$ cat config.mk
export PLATFORM = sky130hd
export DESIGN_NAME = fpu_result_arbiter
export DESIGN_NICKNAME = d
export VERILOG_FILES = /design/src/rtl/fpu_result_arbiter.sv
export SDC_FILE = /design/constraint.sdc
export NUM_CORES = 1
export LEC_CHECK = 0
export BUFFER_PORTS_ARGS = -buffer_cell sky130_fd_sc_hd__buf_2
export CORE_MARGIN = 2
export CORE_UTILIZATION = 35
export DETAILED_ROUTE_END_ITERATION = 10
export PLACE_DENSITY = 0.63
export SYNTH_ARGS = -nofsm -noshare
export SYNTH_HDL_FRONTEND = slang
export SYNTH_SLANG_ARGS = --single-unit
export TNS_END_PERCENT = 5
$ cat constraint.sdc
create_clock -name clk -period 2.9 [get_ports clk]
set_input_delay 0.145 -clock clk [delete_from_list [all_inputs] [get_ports clk]]
set_output_delay 0.145 -clock clk [all_outputs]
set_load 0.02 [all_outputs]
$ cat src/rtl/fpu_result_arbiter.sv
// fpu_result_arbiter
//   Two-requester round-robin arbiter that packs the granted FPU result
//   into IEEE754 form and holds it in a single output register.
//
// Ports
//   clk, rst                    clock, asynchronous active-high reset
//   reqN_valid / reqN_ready     per-requester handshake (N = 0, 1)
//   reqN_mode                   0 = single (low 32 bits), 1 = double
//   reqN_sign/exp/man           raw sign, biased exponent, mantissa
//   reqN_nan/inf/err            special-value flags and error flag
//   out_valid / out_ready       output handshake
//   out_data                    packed 64-bit result
//   out_err, out_src            error flag and requester index of held result
//   grant_cnt0/1                per-requester saturating transfer counters,
//                               present only with FPU_ARB_STATS_EN defined
//
// Configuration macro: FPU_ARB_STATS_EN
module fpu_result_arbiter (
  input  logic        clk,
  input  logic        rst,
  input  logic        req0_valid,
  output logic        req0_ready,
  input  logic        req0_mode,
  input  logic        req0_sign,
  input  logic [10:0] req0_exp,
  input  logic [51:0] req0_man,
  input  logic        req0_nan,
  input  logic        req0_inf,
  input  logic        req0_err,
  input  logic        req1_valid,
  output logic        req1_ready,
  input  logic        req1_mode,
  input  logic        req1_sign,
  input  logic [10:0] req1_exp,
  input  logic [51:0] req1_man,
  input  logic        req1_nan,
  input  logic        req1_inf,
  input  logic        req1_err,
  output logic        out_valid,
  input  logic        out_ready,
  output logic [63:0] out_data,
  output logic        out_err,
  output logic        out_src
`ifdef FPU_ARB_STATS_EN
  ,
  output logic [15:0] grant_cnt0,
  output logic [15:0] grant_cnt1
`endif
);

  typedef enum logic {EMPTY = 1'b0, FULL = 1'b1} state_t;

  state_t      state_q, state_d;
  logic [63:0] data_q, data_d;
  logic        err_q, err_d;
  logic        src_q, src_d;
  logic        last_q, last_d;   // index of the most recently granted requester
  logic        accept_ok;
  logic        gnt0, gnt1;

  function automatic logic [63:0] pack(input logic        mode,
                                       input logic        sign,
                                       input logic [10:0] e,
                                       input logic [51:0] m,
                                       input logic        nan,
                                       input logic        inf);
    logic [63:0] r;
    if (nan)
      r = mode ? {sign, 11'h7FF, 52'd1} : {32'b0, sign, 8'hFF, 23'd1};
    else if (inf)
      r = mode ? {sign, 11'h7FF, 52'd0} : {32'b0, sign, 8'hFF, 23'd0};
    else
      r = mode ? {sign, e, m} : {32'b0, sign, e[7:0], m[22:0]};
    return r;
  endfunction

  assign accept_ok = (state_q == EMPTY) || out_ready;

  // Under contention the requester that did not win last time is granted.
  // Ready is gated by rst so nothing can transfer while reset is held.
  assign gnt0 = !rst && accept_ok && req0_valid && (!req1_valid || last_q);
  assign gnt1 = !rst && accept_ok && req1_valid && (!req0_valid || !last_q);

  assign req0_ready = gnt0;
  assign req1_ready = gnt1;

  always_comb begin
    state_d = state_q;
    data_d  = data_q;
    err_d   = err_q;
    src_d   = src_q;
    last_d  = last_q;
    if (gnt0 || gnt1) begin
      state_d = FULL;
      data_d  = gnt1 ? pack(req1_mode, req1_sign, req1_exp, req1_man, req1_nan, req1_inf)
                     : pack(req0_mode, req0_sign, req0_exp, req0_man, req0_nan, req0_inf);
      err_d   = gnt1 ? req1_err : req0_err;
      src_d   = gnt1;
      last_d  = gnt1;
    end else if (state_q == FULL && out_ready) begin
      state_d = EMPTY;
    end
  end

  always_ff @(posedge clk or posedge rst) begin
    if (rst) begin
      state_q <= EMPTY;
      data_q  <= '0;
      err_q   <= 1'b0;
      src_q   <= 1'b0;
      last_q  <= 1'b1;   // requester 0 wins the first contention
    end else begin
      state_q <= state_d;
      data_q  <= data_d;
      err_q   <= err_d;
      src_q   <= src_d;
      last_q  <= last_d;
    end
  end

  assign out_valid = (state_q == FULL);
  assign out_data  = data_q;
  assign out_err   = err_q;
  assign out_src   = src_q;

`ifdef FPU_ARB_STATS_EN
  logic [15:0] cnt0_q, cnt0_d;
  logic [15:0] cnt1_q, cnt1_d;

  always_comb begin
    cnt0_d = cnt0_q;
    cnt1_d = cnt1_q;
    if (gnt0 && cnt0_q != '1) cnt0_d = cnt0_q + 16'd1;
    if (gnt1 && cnt1_q != '1) cnt1_d = cnt1_q + 16'd1;
  end

  always_ff @(posedge clk or posedge rst) begin
    if (rst) begin
      cnt0_q <= '0;
      cnt1_q <= '0;
    end else begin
      cnt0_q <= cnt0_d;
      cnt1_q <= cnt1_d;
    end
  end

  assign grant_cnt0 = cnt0_q;
  assign grant_cnt1 = cnt1_q;
`endif

endmodule

==> run summary <==
Outcome = complete, no violations
Worst Hold Launch = req0_man[16]
Initial antenna violation count = 0
Drt pass-1 iters = 5
Sequential cell fraction of total power = 40.7%
Seq/Total Area, Yosys = 47.0%
Finished Layout Cells = 753
Clock Pin Slew Worst Setup and Hold Paths = 80 ps
Routed Antenna Nets = 0
Placed Instances = 737
Gate power share = 38.9%
Post-DP Area = 4680 µm²
Die height = 106 µm
Worst slew pin tran = 925 ps
Simple-gate share of the synthesized area = 20.0%
Initial Utilization = 35.6%
First-pass GRT wire length = 19900 µm
GRT overflow = 0
Synth cell types = 29
DR DRC count = 0
Via count = 4091
R2r setup slk = 910 ps
Share of cells above drive strength 1 = 38.6%
M1 WL = 5270 µm
Routed met2 length = 6200 µm
Met3 wire length = 1070 µm
Async SR Flop Fraction = 100%
Sw Ratio = 40.8%
Dpl hpwl = 8590 µm
Worst-path maximum fanout = 50
Post-CTS setup buffer count = 0
Ys flop type = dfrtp_1
Multiplexer share of the synthesized area = 0.276%
Critical Path Source Type = flip-flop
Largest net degree at the start of global routing = 85
Synth warn = 0
Worst R2R Start = last_q$_DFFE_PP1P_
IO Pins = 210
CTS resizes = 0
Final Cycle Share = 78.1%
Cell leakage power = 2.37 nW
Die footprint = 11200 µm²
Max frequency = 441 MHz
#FFs+latches synth = 68
Final hold violations = 0
Tmin final = 2270 ps
Die Wd = 106 µm
Post-route cell area = 4850 µm²
EDFF count, synth = 0
CTS root buf = clkbuf_8
Row count = 37
Total Routing Usage GR = 22.5%
1st-iter DRT viols = 258
Hold crit path type = primary input to flip-flop
Placer Congestion = 0.847
Internal = 2.05 mW
Port Buf Inserts = 209
Final setup TNS = 0 ps
# setup viols final = 0
Top sig layer = met4
H-tree levels = 3
PwrDens = 714 nW/µm²
Vias in the first global route = 4020
Most frequent cells in the layout = 209 x buf_2, 70 x a21oi_1, 69 x nand2_1, 67 x dfrtp_1, 57 x a31oi_1
Skew final = 7.43 ps
Clk_lat worst skew = 350 ps
Diode count = 0
Vias per inst = 5.43
Crit end category = output pin
Max-slew headroom at the worst pin = 38.3%
Clock Path Buffers = 2
NetSw = 1.41 mW
Area grow syn2layout = 33.7%
Post-synth design cell area = 3620 µm²
Max-cap check violation count = 0
Maximum VDD drop = 0.000395 V
NumNets Final = 753
Final-report max-slew violation count = 0
Hold buffer count at cts = 0
Worst EP required = 2760 ps
TritonCTS clock tree = done
Post-synthesis cell count = 433
Xor and xnor area share after synthesis = 0%
Critical Path Source = last_q$_DFFE_PP1P_
CP Class = flip-flop to output pin
Routed length per placed instance = 16.9 µm
RSZ-0062 raised after global routing = false
WP data arrival = 2120 ps
Largest family of logic cells by synthesized area = compound AO/OA/AOI/OAI gates
Clk sink count = 68
CTS Buf Count = 9
Syn Nets = 574
Adder-cell area share of the yosys netlist = 0%
Clock power frac = 20.4%
Final WL = 12800 µm
Synth Area in Compound Gates = 26.1%
Core Area = 10200 µm²
Commonest non-fill, non-tap cell in the layout = buf_2
Mean area per synthesized cell = 8.37 µm²
==> cell usage after synthesis (2+ instances only) <==
master | n | area share [%]
a311oi_1 | 7 | 1.7
a21oi_1 | 70 | 9.7
nor2b_1 | 9 | 1.6
or3_1 | 10 | 1.7
dfrtp_1 | 67 | 46
o211ai_1 | 11 | 2.3
nand4_1 | 2 | 0.35
buf_2 | 26 | 3.6
inv_1 | 4 | 0.41
nor3_1 | 8 | 1.1
nand3_1 | 46 | 6.4
a211o_1 | 7 | 1.7
clkbuf_1 | 20 | 2.1
a31oi_1 | 57 | 9.8
nor2_1 | 4 | 0.41
nand2b_1 | 2 | 0.35
o221ai_1 | 2 | 0.48
nand2_1 | 69 | 7.1
and2_1 | 2 | 0.35
==> metal layers <==
layer | global-route usage [%] | up-vias
met5 | 0 | -
met1 | 28.2 | 1947
met4 | 8.55 | 0
met2 | 37.6 | 184
li1 | - | 1943
met3 | 5.19 | 17
==> path summary, 6_finish.rpt <==
kind	to	cells past startpoint
worst max-delay path	req0_ready	4
worst min-delay path	out_data[16]$_DFFE_PP0P_	3
worst max register to register	out_data[58]$_DFFE_PP0P_	5
worst min register to register	last_q$_DFFE_PP1P_	2
max in group asynchronous	out_data[42]$_DFFE_PP0P_	3
min in group asynchronous	out_data[6]$_DFFE_PP0P_	3
==> cell type report <==
type	count	area [µm²]
Clock inverter	5	27.5
Multi-Input combinational cell	312	1690
Tap cell	136	170
Sequential cell	68	1700
Timing Repair Buffer	216	1100
Fill cell	1058	5340
Inverter	5	18.8
Clock buffer	11	141
==> critical path, stage by stage, from the launching register on <==
cell	delay (ps)
dfstp_2	540
nand2b_1	90
nand4_1	130
inv_2	700
buf_2	300
==> cell families after synthesis <==
group	Yosys count
AOI/OAI and AO/OA	156
and+or+nand+nor	155
DFF	68
buffers and inverters	53
muxes	1
==> sequential cells by signal, indices dropped and copies added, names as in the netlist <==
register / count
out_data: 64
last_q: 1
out_err: 1
out_src: 1
out_valid: 1
==> per-stage QoR <==
stage	power [mW]	worst slack, ps	hold slack (ps)	utilization [%]
after floorplan	2.24	142	293	-
final	3.46	635	51.3	47.6
after CTS	3.49	634	37.7	47.6
after global placement	2.75	1000	398	45.9
after detailed placement	2.78	957	421	45.9
after global routing	3.68	494	46.3	47.6
==> power groups by stage <==
stage | registers [mW] | logic, mW | clock network (mW)
final | 1.41 | 1.35 | 0.707
after global routing | 1.45 | 1.46 | 0.771
after CTS | 1.41 | 1.36 | 0.721
after detailed placement | 1.42 | 1.36 | 0
after global placement | 1.42 | 1.33 | 0
after floorplan | 1.78 | 0.468 | 0
No activity file was read; power rests on OpenSTA's default activity.
